File: src/rtl/intr_ctrl.sv
// Two-line interrupt controller: rising-edge capture into pending bits, fixed priority
// (intr1 over intr2), and a request/acknowledge/return handshake with the CPU.
module intr_ctrl #(
   parameter int              PC_W = 10,
   parameter logic [PC_W-1:0] VEC1 = 10'h3F0,
   parameter logic [PC_W-1:0] VEC2 = 10'h3F8
) (
   input  logic            clk,
   input  logic            reset,
   input  logic            intr1,
   input  logic            intr2,
   input  logic [1:0]      mask,
   input  logic            irq_ack,
   input  logic            irq_ret,
   output logic            irq,
   output logic [PC_W-1:0] irq_vec,
   output logic            irq_id,
   output logic            in_service,
   output logic [1:0]      pending
);

   typedef enum logic [1:0] {
      IDLE    = 2'd0,
      REQ     = 2'd1,
      SERVICE = 2'd2
   } state_t;

   state_t          r_state;
   logic            r_prev1;
   logic            r_prev2;
   logic            r_irq;
   logic [PC_W-1:0] r_irq_vec;
   logic            r_irq_id;
   logic            r_in_service;
   logic [1:0]      r_pending;

   logic [1:0]      w_rise;
   logic [1:0]      w_clr;
   logic [1:0]      w_pending_nxt;
   logic [1:0]      w_enabled;

   always_comb begin
      w_rise    = {intr2 & ~r_prev2, intr1 & ~r_prev1};
      w_clr     = 2'b00;
      w_enabled = r_pending & mask;
      if (r_state == REQ && irq_ack) begin
         w_clr = r_irq_id ? 2'b10 : 2'b01;
      end
      // A rise landing on the same cycle as its clear keeps the bit set.
      w_pending_nxt = (r_pending & ~w_clr) | w_rise;
   end

   always_ff @(posedge clk) begin
      if (!reset) begin
         r_state      <= IDLE;
         r_prev1      <= intr1;
         r_prev2      <= intr2;
         r_irq        <= 1'b0;
         r_irq_vec    <= '0;
         r_irq_id     <= 1'b0;
         r_in_service <= 1'b0;
         r_pending    <= 2'b00;
      end else begin
         r_prev1   <= intr1;
         r_prev2   <= intr2;
         r_pending <= w_pending_nxt;
         case (r_state)
            IDLE: begin
               if (w_enabled != 2'b00) begin
                  r_state <= REQ;
                  r_irq   <= 1'b1;
                  if (w_enabled[0]) begin
                     r_irq_id  <= 1'b0;
                     r_irq_vec <= VEC1;
                  end else begin
                     r_irq_id  <= 1'b1;
                     r_irq_vec <= VEC2;
                  end
               end
            end
            REQ: begin
               // Request stays frozen until the CPU takes it.
               if (irq_ack) begin
                  r_state      <= SERVICE;
                  r_irq        <= 1'b0;
                  r_in_service <= 1'b1;
               end
            end
            SERVICE: begin
               if (irq_ret) begin
                  r_state      <= IDLE;
                  r_in_service <= 1'b0;
               end
            end
            default: begin
               r_state <= IDLE;
            end
         endcase
      end
   end

   assign irq        = r_irq;
   assign irq_vec    = r_irq_vec;
   assign irq_id     = r_irq_id;
   assign in_service = r_in_service;
   assign pending    = r_pending;

endmodule

File: config.mk
export PLATFORM = sky130hd
export DESIGN_NAME = intr_ctrl
export DESIGN_NICKNAME = d
export VERILOG_FILES = /design/src/rtl/intr_ctrl.sv
export SDC_FILE = /design/constraint.sdc
export NUM_CORES = 1
export LEC_CHECK = 0
export BUFFER_PORTS_ARGS = -buffer_cell sky130_fd_sc_hd__clkbuf_2
export CAP_MARGIN = 10
export CORE_AREA = 2 2 39 41
export CTS_BUF_LIST = sky130_fd_sc_hd__clkbuf_2 sky130_fd_sc_hd__clkbuf_4 sky130_fd_sc_hd__clkbuf_8
export CTS_CLUSTER_DIAMETER = 150
export CTS_CLUSTER_SIZE = 28
export DETAILED_ROUTE_END_ITERATION = 12
export DIE_AREA = 0 0 41 43
export PLACE_DENSITY = 0.76
export SLEW_MARGIN = 5
export SYNTH_ARGS = -nofsm -noshare
export SYNTH_HDL_FRONTEND = slang
export SYNTH_SLANG_ARGS = --single-unit
export TNS_END_PERCENT = 20
File: constraint.sdc
create_clock -name clk -period 1 [get_ports clk]
set_input_delay 0.2 -clock clk [delete_from_list [all_inputs] [get_ports clk]]
set_output_delay 0.2 -clock clk [all_outputs]
set_load 0.01 [all_outputs]
[After elaboration in Yosys (flattened, before gate mapping)]
Cells that the tools add are included.
W data, S select, Z words.
Word-level totals
  word-level logic and storage cells: 44
  input bits: 8
  flip-flop bits (word level): 19
  output and inout port bits: 15
Cells by class
  reduce and logical (&&, ||, !) cells: 9
  equal/unequal tests: 5
  muxes and demuxes: 14
  bitwise operators: 8
Operators with widths (count)
  $mux W2: 5
  $reduce_and A3 Y1: 3
  $ne A2 B2 Y1 const B: 3
  $pmux W2 S3: 1
  $reduce_bool A2 Y1: 3
  $mux W1: 5
  $and A2 B2 Y2: 2
  $mux W4: 1
  $pmux W1 S2: 2
  $and A1 B1 Y1: 2
  $eq A2 B1 Y1 const B: 1
  $eq A2 B2 Y1 const B: 1
  $logic_not A2 Y1: 1
  $not A1 Y1: 2
  $not A2 Y2: 1
  $or A2 B2 Y2: 1
  $reduce_and A2 Y1: 1
  $logic_and A1 B1 Y1: 1

[Depth between registers and ports, before layout]
  depth after elaboration: 6
  mapped depth: 3
  depth with buffers taken out: 3

[Worst setup path before layout]
No wires, ideal clock.
  path type: reg2reg
  start: register r_state[1]
  end: register r_pending[1] (netlist: pending[1])
  path buffers: 0
  setup slack: 0.037 ns
  required time: 0.885 ns
  arrival: 0.849 ns
  period minus slack after synthesis: 0.963 ns
  cell stages (with the launch flop): 4
  cell sequence: dfxtp_1 and3b_4 a21boi_2 o21a_1
Between the ends
  cells in the longest elaborated chain, start to end: 6
Ends and longest elaborated chain
  start: declaration: line 28  | state_t r_state;
  start signal: assignment: line 55  | r_state <= IDLE;
  start signal: assignment: line 70  | r_state <= REQ;
  start signal: assignment: line 84  | r_state <= SERVICE;
  $eq A2 B1 Y1: line 46  | if (r_state == REQ && irq_ack) begin
  $logic_and A1 B1 Y1: line 46
  $mux W2: line 46
  $not A2 Y2: line 50  | w_pending_nxt = (r_pending & ~w_clr) | w_rise;
  $and A2 B2 Y2: line 50
  $or A2 B2 Y2: line 50
  end signal: assignment: line 66  | r_pending <= w_pending_nxt;
  end: declaration: line 35  | logic [1:0] r_pending;
Every way passes these cells.
A chain may end at the register's enable or synchronous reset.

[Worst setup path in the final report]
Same ends and word-level chain as after synthesis.

==> impl_metrics.py <==
metrics = {
    "sta": {
        "min_period_over_period_pct": 99.5,
        "skew_ns": 0.00447,
        "finalHoldViolCount": 0,
        "worst_slack_ns": 0.00465,
        "setup_viol": 0,
        "grt_setup_unrepaired": "true",
        "finalMaxSlewViolations": 0,
        "min_period_ns": 0.995,
        "fmax_mhz": 1000,
        "fin_tns_setup_ns": 0,
    },
    "synth": {
        "synth_largest_area_cell": "dfxtp_1",
        "synth_area_um2": 444,
        "yosys_most_used_dff": "dfxtp_1",
        "synth_top_area_share_pct": 45.1,
        "synthesis.instances": 48,
        "synthSimpleGateAreaFrac_pct": 19.4,
        "synth_compound_area_share_pct": 18.6,
        "synth_xor_area_share_pct": 0,
        "synth_cell_types": 20,
        "synth_seq_cells": 10,
        "synthArstFlopShare_pct": 0,
        "synth-adder-area-share_pct": 0,
        "synth_area_leaders": "dfxtp_1, buf_4, nand2_1",
        "muxShareOfSynthArea_pct": 0,
        "yosysSeqAreaShare_pct": 45.1,
        "ys_warn_count": 0,
        "synth_top_family_by_area": "simple AND/OR/NAND/NOR gates",
        "synth_area_per_cell_um2": 9.25,
        "synth_edf_count": 0,
    },
    "worst_hold_path": {
        "min_from": "intr1",
        "hold_path_class": "in -> reg",
    },
    "die": {
        "die-area_um2": 1760,
        "rows": 14,
        "core_um2": 1380,
        "die_h_um": 43,
        "start_util_pct": 32.1,
        "die-width_um": 41,
        "ios": 23,
    },
    "route": {
        "dr.pass1.iters": 2,
        "post_drt_wl_per_cell_um": 9.70,
        "ant_nets": 0,
        "vias": 360,
        "wl_um": 776,
        "drc": 0,
        "drt-initial-drc-count": 4,
        "via_per_inst": 4.50,
    },
    "critical_path": {
        "timing.rr.start": "r_state[1]$_SDFFE_PN0P_",
        "slowest_stage": "dfxtp_2",
        "r2r-end": "pending[1]$_SDFF_PN0_",
        "crit_type": "reg -> reg",
        "worstSetupEndpoint": "pending[1]$_SDFF_PN0_",
        "crit_required_ns": 1.15,
        "r2r_setup_slack_ns": 0.005,
        "worst-endpoint-arrival_ns": 1.14,
        "critPathLaunchType": "flop",
        "startpoint": "r_state[1]$_SDFFE_PN0P_",
        "cp_max_fo": 6,
        "cp_cell_sequence": "and3b_4 -> a21boi_2 -> o21a_1",
        "crit_path_end_kind": "flop",
        "slowest_delay_ns": 0.35,
        "reg2reg_depth": 3,
    },
    "pwr": {
        "powerDensity_nw_per_um2": 1590,
        "cellLeakagePower_nw": 0.258,
        "ir_worst_vdd_v": 0.000942,
    },
    "placed_design": {
        "portBuffers": 19,
        "gp_congestion": 0.734,
        "dpl.cell_count": 77,
        "dp_slack_ns": 0.00155,
        "dpl.hpwl_um": 637,
        "placed_cell_area_um2": 507,
    },
    "global_routing": {
        "grt_max_degree": 8,
        "antenna_found_initial": 0,
        "grt_pass1_wl_um": 1320,
        "grt_use_total_pct": 11.0,
        "grt_pass1_vias": 316,
        "overflow": 0,
    },
    "job": {
        "cap_violations": 0,
    },
    "final_layout": {
        "fin_util_pct": 39.5,
        "fill_cells": 138,
        "fin_nets": 74,
        "diodes": 0,
        "drive_gt1_share_pct": 53.1,
        "final_cells": 80,
        "area_growth_pct": 23.1,
        "final_area_um2": 547,
    },
    "cts": {
        "cts_tree": "built",
        "cts_num_sinks": 10,
        "clk_latency_ns": 0.26,
        "clk_pin_slew_ns": 0.06,
        "cts_buffer_depth": 2,
        "htreeDepth": 1,
        "cts_buffers": 3,
        "clock-root-buffer": "clkbuf_4",
    },
    "outcome": {
        "status": "finished, final reports clean",
    },
}
what timing repair did:
action                                  4_1_cts  5_1_grt
buffers inserted                              0        0
gates cloned                                  0        0
pin swaps                                     0        2
endpoints found under the setup margin        9       14
hold buffers                                  0        0
gates resized for setup                       3       13
worst min-delay path by stage:
stage                            to  slack, ns  depth (start not counted)
finish              r_prev1$_DFF_P_       0.05                          1
global route        r_prev1$_DFF_P_       0.04                          1
CTS                 r_prev1$_DFF_P_       0.05                          1
detailed placement  r_prev1$_DFF_P_       0.32                          1
global placement    r_prev2$_DFF_P_       0.32                          1
floorplan           r_prev1$_DFF_P_       0.23                          0
routing by layer:
layer / up-vias / track usage (%) / wire (um)
li1: 186 / - / -
met1: 158 / 15.4 / 341
met2: 16 / 14.7 / 371
met3: 0 / 3.14 / 62
met4: 0 / 6.00 / 0
met5: - / 0 / 0
registers in the layout (all words and copies together), names as in the netlist:
register	cells
r_prev1	1
in_service	1
irq_vec	2
r_state	2
r_prev2	1
irq	1
pending	2
critical path, delay by kind of cell (launching register included):
family / cells / cell delay (ns)
flip-flops: 1 / 0.35
AND/OR/NAND/NOR: 1 / 0.32
AO/OA/AOI/OAI: 2 / 0.22
report_power, final:
| group | switching [mW] | total [mW] | internal, mW |
|---|---|---|---|
| clock network | 0.120 | 0.259 | 0.138 |
| logic | 0.0805 | 0.157 | 0.0763 |
| registers | 0.0259 | 0.455 | 0.429 |
| total | 0.227 | 0.870 | 0.644 |
cells by family (layout without fill, tap and decap cells):
logic type,count (synthesis),in the layout
DFF,10,10
and+or+nand+nor,16,16
other,1,3
AOI/OAI and AO/OA,11,11
buffers and inverters,10,24
synth_stat cells, drive strengths merged (2+ instances only):
master and n:
nor2b 2, nor2 5, a21oi 2, dfxtp 10, buf 9, o21ai 3, nand2 5
cells in the final DEF (no fill, tap or decap), drive strengths merged, types with 2 or more instances in the layout:
master  count
conb        3
dfxtp      10
nor2        5
nand2       5
buf         7
clkbuf     16
o21ai       3
nor2b       2
a21oi       2
layout make-up:
class,count,area (um^2),share of cell area (%)
clock buffers,3,22.5,4.12
flip-flops and latches,10,213,38.9
well taps,16,20.0,3.66
multi-input cells,30,180,33.0
repair buffers,20,108,19.7
inverters,1,3.75,0.686
metrics by stage:
| stage | total power, mW | hold WS (ns) |
|---|---|---|
| after detailed placement | 0.618 | 0.317 |
| after CTS | 0.878 | 0.0467 |
| after floorplan | 0.580 | 0.228 |
| after global routing | 0.937 | 0.0382 |
| after global placement | 0.613 | 0.315 |
| final | 0.870 | 0.0515 |
(Power assumes the default switching activity.)
